[src/rtl/mux_pkg.sv]
// Shared definitions for streaming muxes and arbiters: mode encoding and a
// rotating-priority search helper.
package mux_pkg;
  localparam logic MODE_MANUAL = 1'b0;
  localparam logic MODE_RR     = 1'b1;
  localparam int   RR_MAX_N    = 16;

  typedef struct packed {
    logic       any;
    logic [3:0] idx;
  } rr_pick_t;

  // First set bit of req at or after ptr, wrapping modulo n. ptr must be < n.
  function automatic rr_pick_t rr_first(input logic [RR_MAX_N-1:0] req,
                                        input logic [3:0] ptr, input int n);
    rr_pick_t   r;
    logic [4:0] j;
    r = '0;
    for (int k = 0; k < RR_MAX_N; k++) begin
      if (k < n) begin
        j = {1'b0, ptr} + 5'(k);
        if (j >= 5'(n)) j = j - 5'(n);
        if (!r.any && req[j[3:0]]) begin
          r.any = 1'b1;
          r.idx = j[3:0];
        end
      end
    end
    return r;
  endfunction
endpackage

[src/rtl/mux_nto1_stream_if.sv]
// N producer channels plus one consumer channel, valid/ready on each side.
interface mux_nto1_stream_if #(
  parameter int N = 4,
  parameter int W = 1
);
  localparam int SW = $clog2(N);

  logic [N-1:0][W-1:0] in_data;
  logic [N-1:0]        in_valid;
  logic [N-1:0]        in_ready;
  logic [W-1:0]        out_data;
  logic                out_valid;
  logic                out_ready;
  logic [SW-1:0]       out_src;

  modport master (
    output in_data, in_valid, out_ready,
    input  in_ready, out_data, out_valid, out_src
  );

  modport slave (
    input  in_data, in_valid, out_ready,
    output in_ready, out_data, out_valid, out_src
  );
endinterface

[src/rtl/rr_arbiter_n.sv]
// Combinational rotating-priority arbiter: grants the first requester at or
// after ptr.
module rr_arbiter_n
  import mux_pkg::*;
#(
  parameter  int N  = 4,
  localparam int SW = $clog2(N)
) (
  input  logic [N-1:0]  req,
  input  logic [SW-1:0] ptr,
  output logic [N-1:0]  gnt_onehot,
  output logic [SW-1:0] gnt_idx,
  output logic          gnt_any
);
  rr_pick_t pick;

  always_comb pick = rr_first(RR_MAX_N'(req), 4'(ptr), N);

  assign gnt_any    = pick.any;
  assign gnt_idx    = SW'(pick.idx);
  assign gnt_onehot = pick.any ? (N'(1) << pick.idx) : '0;
endmodule

[src/rtl/mux_nto1_stream.sv]
// N:1 streaming mux with a registered output stage, manual or round-robin
// source selection, and a per-channel combinational accept.
module mux_nto1_stream
  import mux_pkg::*;
#(
  parameter  int N  = 4,
  parameter  int W  = 1,
  localparam int SW = $clog2(N)
) (
  input  logic           clk,
  input  logic           rst,
  input  logic           mode,
  input  logic [SW-1:0]  sel,
  mux_nto1_stream_if.slave bus
);
  logic          load_en, grant;
  logic [SW-1:0] gidx, ptr;
  logic [N-1:0]  man_oh, rr_oh, gnt_oh;
  logic [SW-1:0] rr_idx;
  logic          rr_any;
  logic [W-1:0]  data_q;
  logic [SW-1:0] src_q;
  logic          vld_q;

  rr_arbiter_n #(.N(N)) u_arb (
    .req        (bus.in_valid),
    .ptr        (ptr),
    .gnt_onehot (rr_oh),
    .gnt_idx    (rr_idx),
    .gnt_any    (rr_any)
  );

  // An out-of-range sel matches no channel, so the output just idles.
  always_comb begin
    man_oh = '0;
    for (int i = 0; i < N; i++)
      man_oh[i] = bus.in_valid[i] && (sel == SW'(i));
  end

  assign load_en = !vld_q || bus.out_ready;
  assign gnt_oh  = (mode == MODE_RR) ? rr_oh  : man_oh;
  assign gidx    = (mode == MODE_RR) ? rr_idx : sel;
  assign grant   = (mode == MODE_RR) ? rr_any : |man_oh;

  assign bus.in_ready = (!rst && load_en && grant) ? gnt_oh : '0;

  always_ff @(posedge clk) begin
    if (rst) begin
      vld_q  <= 1'b0;
      data_q <= '0;
      src_q  <= '0;
      ptr    <= '0;
    end else if (load_en) begin
      if (grant) begin
        data_q <= bus.in_data[gidx];
        src_q  <= gidx;
        vld_q  <= 1'b1;
        // Pointer only tracks round-robin transfers; manual ones leave it.
        if (mode == MODE_RR)
          ptr <= (gidx == SW'(N-1)) ? '0 : gidx + 1'b1;
      end else begin
        vld_q <= 1'b0;
      end
    end
  end

  assign bus.out_data  = data_q;
  assign bus.out_src   = src_q;
  assign bus.out_valid = vld_q;
endmodule

[src/flat_wrapper.sv]
// flat-port wrapper written by rule: the top's interface ports become plain ports
module mux_nto1_stream_flat import mux_pkg::*;
#(
  parameter  int N  = 4,
  parameter  int W  = 1,
  localparam int SW = $clog2(N)
)
  (clk, rst, mode, sel, bus_in_data, bus_in_valid, bus_out_ready, bus_in_ready, bus_out_data, bus_out_valid, bus_out_src);
  mux_nto1_stream_if #(.N(N), .W(W)) bus_i ();
  input  logic clk;
  input  logic rst;
  input  logic mode;
  input  logic [SW-1:0] sel;
  input wire logic [$bits(bus_i.in_data)-1:0] bus_in_data;
  input wire logic [$bits(bus_i.in_valid)-1:0] bus_in_valid;
  input wire logic [$bits(bus_i.out_ready)-1:0] bus_out_ready;
  output wire logic [$bits(bus_i.in_ready)-1:0] bus_in_ready;
  output wire logic [$bits(bus_i.out_data)-1:0] bus_out_data;
  output wire logic [$bits(bus_i.out_valid)-1:0] bus_out_valid;
  output wire logic [$bits(bus_i.out_src)-1:0] bus_out_src;
  assign bus_i.in_data = bus_in_data;
  assign bus_i.in_valid = bus_in_valid;
  assign bus_i.out_ready = bus_out_ready;
  assign bus_in_ready = bus_i.in_ready;
  assign bus_out_data = bus_i.out_data;
  assign bus_out_valid = bus_i.out_valid;
  assign bus_out_src = bus_i.out_src;
  mux_nto1_stream #(.N(N), .W(W)) u_core (.clk(clk), .rst(rst), .mode(mode), .sel(sel), .bus(bus_i));
endmodule
[config.mk]
export PLATFORM = sky130hd
export DESIGN_NAME = mux_nto1_stream_flat
export DESIGN_NICKNAME = d
export VERILOG_FILES = /design/src/rtl/mux_pkg.sv /design/src/rtl/mux_nto1_stream_if.sv /design/src/rtl/rr_arbiter_n.sv /design/src/rtl/mux_nto1_stream.sv /design/src/flat_wrapper.sv
export SDC_FILE = /design/constraint.sdc
export NUM_CORES = 1
export LEC_CHECK = 0
export BUFFER_PORTS_ARGS = -buffer_cell sky130_fd_sc_hd__buf_2
export CAP_MARGIN = 20
export CORE_UTILIZATION = 35
export CTS_BUF_LIST = sky130_fd_sc_hd__clkbuf_16
export CTS_CLUSTER_DIAMETER = 120
export CTS_CLUSTER_SIZE = 12
export DETAILED_ROUTE_END_ITERATION = 12
export PLACE_DENSITY_LB_ADDON = 0.1
export SKIP_LAST_GASP = 1
export SLEW_MARGIN = 20
export SYNTH_ARGS = -nofsm -noshare
export SYNTH_HDL_FRONTEND = slang
export SYNTH_HIERARCHICAL = 1
export SYNTH_SLANG_ARGS = --single-unit
[constraint.sdc]
create_clock -name clk -period 5.77 [get_ports clk]
set_input_delay 0.2885 -clock clk [delete_from_list [all_inputs] [get_ports clk]]
set_output_delay 0.2885 -clock clk [all_outputs]
set_load 0.01 [all_outputs]
Word-level counts from Yosys, hierarchy flattened

Cells that the tools add are included.

Add/subtract/negate cells: 8
$lt $le $gt $ge: 9
Eq/ne operators: 4
Shift operators: 1
Muxes and demuxes: 25
Reductions and logical operators: 19

Operators by type and width:

| kind                | count |
|---|---|
| $mux 4              | 7 |
| $lt 4x5->1 const B  | 4 |
| $mux 5              | 4 |
| $bmux 1 s4          | 4 |
| $sub 3x3->4 const B | 3 |
| $ge 3x3->1 const B  | 3 |
| $logic_and 1x1->1   | 9 |
| $mux 1              | 7 |
| $add 2x2->3 const B | 2 |
| $eq 2x2->1 const B  | 3 |
| $logic_not 1->1     | 5 |
| $mux 2              | 2 |
| $reduce_or 4->1     | 1 |
| $shl 1x4->4 const A | 1 |
| $sub 2x3->4 const B | 1 |
| $add 2x1->3 const B | 1 |
| $ge 2x3->1 const B  | 1 |
| $lt 2x3->1 const B  | 1 |
| $reduce_and 3->1    | 1 |
| $add 2x1->2 const B | 1 |
| $bmux 1 s2          | 1 |
| $eq 2x1->1 const B  | 1 |
| $logic_not 2->1     | 1 |
| $reduce_and 2->1    | 1 |
| $logic_or 1x1->1    | 1 |

Flip-flop bits (word level): 6
Input bits: 14
Output and inout bits: 8
Word-level logic and storage cells: 70

Logic depth before layout (Yosys ltp)

Word-level depth: 18
Depth in mapped cells: 11
Mapped depth without buffers: 10

Cells and area by module

The synthesis kept the hierarchy.

By module, submodules not included:

| module          | instances | cells an instance | area an instance (um^2) | seq. area each (um^2) |
|---|---|---|---|---|
| mux_nto1_stream | 1         | 43                | 406.6                   | 120.1 |
| rr_arbiter_n    | 1         | 41                | 359.1                   | 0.0 |

Worst setup path after synthesis

No wires, ideal clock.

Path type: register -> register
Start point: reg u_core.ptr[0]
End point: reg u_core.data_q, in the netlist u_core/bus.out_data
Setup time: 0.115 ns
Data arrival time: 2.961 ns
Required time: 5.655 ns
Setup slack: 2.693 ns
Stages on the path, launching flop included: 12
Buffers on the path: 1
Period minus slack after synthesis: 3.077 ns
Cells stage by stage: dfxtp_1 > buf_2 > inv_1 > ha_1 > mux4_2 > and2b_2 > o21ai_0 > o21ai_0 > mux2i_1 > mux4_2 > o211a_1 > a31o_1

Cells in the longest elaborated chain, start to end: 17
Elaborated cells between the ends (all ways): 38
Those cells by class: add/sub (7); order compare (4); mux (20); reduce/logical (7)

Ends and longest elaborated chain:

| item                                                 | line                  | RTL |
|---|---|---|
| from (decl)                                          | mux_nto1_stream.sv:17 | `logic [SW-1:0] gidx, ptr;` |
| from (signal assigned)                               | mux_nto1_stream.sv:60 | `ptr <= (gidx == SW'(N-1)) ? '0 : gidx + 1'b1;` |
| branches (longest 13 deep; another with $sub 3x3->4) | -                     |  |
| $mux 5 *                                             | mux_pkg.sv:23         | `if (!r.any && req[j[3:0]]) begin` |
| named net u_core.rr_idx[0]                           | mux_nto1_stream.sv:19 | `logic [SW-1:0] rr_idx;` |
| $mux 2 *                                             | mux_nto1_stream.sv:42 | `assign gidx = (mode == MODE_RR) ? rr_idx : sel;` |
| $bmux 1 s2 *                                         | mux_nto1_stream.sv:55 | `data_q <= bus.in_data[gidx];` |
| $mux 1 (not written as such) *                       | mux_nto1_stream.sv:55 |  |
| to (signal assigned)                                 | mux_nto1_stream.sv:55 |  |
| to (decl)                                            | mux_nto1_stream.sv:21 | `logic [W-1:0] data_q;` |

Mark *: on every way through the listed nets, which the timed path passes. The select of a mux whose other input is x is not followed.
A chain may end at the register's enable or synchronous reset.

Worst setup path after layout

Start point: reg u_core.ptr[0]
End point: out bus_in_ready[3]

Elaborated cells between the ends (all ways): 39
Those cells by class: add/sub (7); order compare (4); shift (1); mux (20); reduce/logical (7)

RTL lines:

| item                                                 | line                                         | RTL |
|---|---|---|
| branches (longest 13 deep; another with $sub 3x3->4) | -                                            |  |
| $mux 5 *                                             | mux_pkg.sv:23                                |  |
| named net u_core.rr_any                              | mux_nto1_stream.sv:20                        | `logic rr_any;` |
| $mux 4 / $mux 1 (equally long branches)              | rr_arbiter_n.sv:21, mux_nto1_stream.sv:43    |  |
| $mux 4 / $logic_and 1x1->1 (equally long branches)   | mux_nto1_stream.sv:41, mux_nto1_stream.sv:45 |  |
| $mux 4 *                                             | mux_nto1_stream.sv:45                        | `assign bus.in_ready = (!rst && load_en && grant) ? gnt_oh : '0;` |
| to (decl)                                            | flat_wrapper.sv:17                           | `output wire logic [$bits(bus_i.in_ready)-1:0] bus_in_ready;` |

Marks and branches as above.

==> flow_summary_export.csv <==
group,metric,value,unit
run_status,status,"completed",
die,die_height,48.8,um
flow_run,drv_cap,0,
clock_tree,cts_max_level,1,
global_route,antenna_found_initial,0,
timing,worst_clock_skew,0.00284,ns
yosys,synth_commonest_cells,"dfxtp_1, mux2i_1",
yosys,ys_warn_count,6,
finish,seqCellArea,120,sq um
timing,tightest_slew,0.631,ns
yosys,netlist_area,766,sq um
yosys,synthArstFlopShare,0,%
route,drtPass1Iterations,4,
clock_tree,ctsResizeCount,0,
timing,timing.final.crit_share,62.8,%
critical_path,cp_max_fo,14,
finish,n_antenna_cell,0,
clock_tree,clkSlewWorstSetupHoldPaths,0.03,ns
die,core,0.00200,sq mm
global_route,grt.total_usage,17.5,%
yosys,synth-seq-cells,6,
route,ant_nets,0,
clock_tree,post-cts-setup-buffers,0,
clock_tree,cts_buffer_depth,2,
yosys,ys.flop_type,"dfxtp_1",
yosys,synth_top_area_cell,"dfxtp_1",
global_route,grt.overflow.total,0,
yosys,synth_xor_xnor_area_share,1.14,%
yosys,synthMuxAreaShare,24.5,%
yosys,synth.distinct_cells,40,
finish,nets,122,
clock_tree,cts_sinks,6,
yosys,synth_top_family_by_area,"compound AO/OA/AOI/OAI gates",
finish,multi_input_area,596,sq um
route,first_iter_violations,5,
yosys,yosys.area_share.simple,19.6,%
place,hpwl,1.28,mm
power_and_ir_drop,power_leakage,0.416,nW
timing,finalHoldViolations,0,
critical_path,crit_path_end_kind,"output port",
min_path,holdCritPathClass,"in2reg",
finish,area_delta_synth_final,23.9,%
die,ioPinCount,22,
clock_tree,clock_latency,0.23,ns
yosys,synthesis.nets,101,
yosys,synth_compound_area_share,27.6,%
route,routedWlPerCell,13.7,um
timing,slew_headroom,57.5,%
route,drc,0,
yosys,syn_avg_cell_area,9.12,sq um
die,dieArea,0.00238,sq mm
place,io_buffers,21,
die,rows,16,
timing,tns,0,ns
global_route,grt_max_degree,15,
power_and_ir_drop,power.density,317,mW/mm^2
clock_tree,ctsHoldBuffers,0,
timing,max_freq,276,MHz
timing,rsz0062_at_grt,"false",
global_route,grt_pass1_wl,3.13,mm
yosys,synth_top_area_share,15.7,%
place,routabilityCongestion,0.757,
critical_path,worstPathRequired,5.48,ns
route,vias,733,
finish,drive_above_1_share,35.9,%
yosys,synthAdderAreaFrac,4.90,%
critical_path,worstPathArrival,3.33,ns
yosys,ys_seq_area_share,15.7,%
global_route,grt_pass1_vias,725,
critical_path,crit_type,"reg2out",
power_and_ir_drop,ir_drop,0.260,mV
finish,nFillCells,198,
yosys,ys_top_cells_by_area,"dfxtp_1, mux4_2, mux2i_1",
die,fp.dieW,48.8,um
yosys,syn_inst,84,
power_and_ir_drop,p_total,0.301,mW
yosys,synth_edf_count,0,
die,floorplan.initialDensity,38.2,%
route,wl,1.79,mm
route,vias_per_cell,5.64,
timing,setup_viol,0,
critical_path,start_kind,"register",
timing,final_max_slew_viol_count,0,
clock_tree,cts_tree,"yes",
timing,period_minus_slack,3.62,ns
clock_tree,cts_root_buffer,"clkbuf_16",
clock_tree,cts_buffers,3,
report_power, final:
group	leakage, nW	switching [mW]	internal (mW)
registers	0.0499	0.00846	0.0482
clock network	0.0370	0.0250	0.0891
logic	0.329	0.0655	0.0648
per-layer routing:
layer | GRT usage, % | wire [um] | vias up
met2 | 26.9 | 768 | 19
met4 | 10.3 | 44 | 0
li1 | - | - | 365
met1 | 21.6 | 876 | 345
met5 | 0 | 0 | -
met3 | 5.30 | 97 | 4
registers in the layout (all words and copies together) (netlist names):
| register | flops |
|---|---|
| u_core/bus.out_valid | 1 |
| u_core/bus.out_src | 2 |
| u_core/ptr | 2 |
| u_core/bus.out_data | 1 |
cell type report:
cell class              instances  area share (%)
clock buffers                   3            7.92
multi-input cells              68            62.8
well taps                      27            3.56
repair buffers                 21            11.1
inverters                       5            1.98
flip-flops and latches          6            12.7
critical path, cell delays in order, from the launching register on:
cell,delay (ns)
dfxtp_1,0.64
inv_1,0.16
ha_1,0.44
mux4_2,0.38
or3_4,0.42
or2_2,0.32
and3_1,0.28
nor2_2,0.24
nor3_1,0.08
buf_2,0.14
path summary, 6_finish.rpt:
check / cells after the start / endpoint / start / slack, ns
worst min-delay path: 2 / u_core/ptr[0] / rst / 0.33
worst max register to register: 10 / u_core/bus.out_data / u_core/ptr[0] / 2.31
worst max-delay path: 9 / bus_in_ready[3] / u_core/ptr[0] / 2.15
worst min register to register: 1 / u_core/bus.out_data / u_core/bus.out_data / 0.47
cells by family (layout without fill, tap and decap cells):
| logic type | Yosys count | in the layout |
|---|---|---|
| buffers and inverters | 10 | 29 |
| AOI/OAI and AO/OA | 26 | 26 |
| DFF | 6 | 6 |
| adders and majority gates | 3 | 3 |
| xor gates and xnor gates | 1 | 1 |
| and+or+nand+nor | 26 | 26 |
| muxes | 12 | 12 |
per-stage QoR:
step                      setup slack (ns)  util, %  area, sq um  std cells  hold slack [ns]
after floorplan                       2.69        -          766         84            0.500
after global placement                2.29     43.6          873        127            0.460
after detailed placement              2.33     43.6          873        127            0.462
after CTS                             2.16     47.4          948        130            0.327
after global routing                  1.88     47.4          948        130            0.368
final                                 2.15     47.4          948        130            0.331
placed cells by master (no fill, tap or decap), drive strengths merged, types with 2 or more instances in the layout:
cell type	count
o311a	2
nor3	5
mux4	5
nand2b	3
inv	5
a32oi	4
buf	21
ha	3
or2	2
o21ai	5
nor2b	3
a211oi	2
mux2i	6
clkbuf	3
dfxtp	6
nor2	6
a21oi	4
Note: power is estimated with default switching activity, not from simulation.
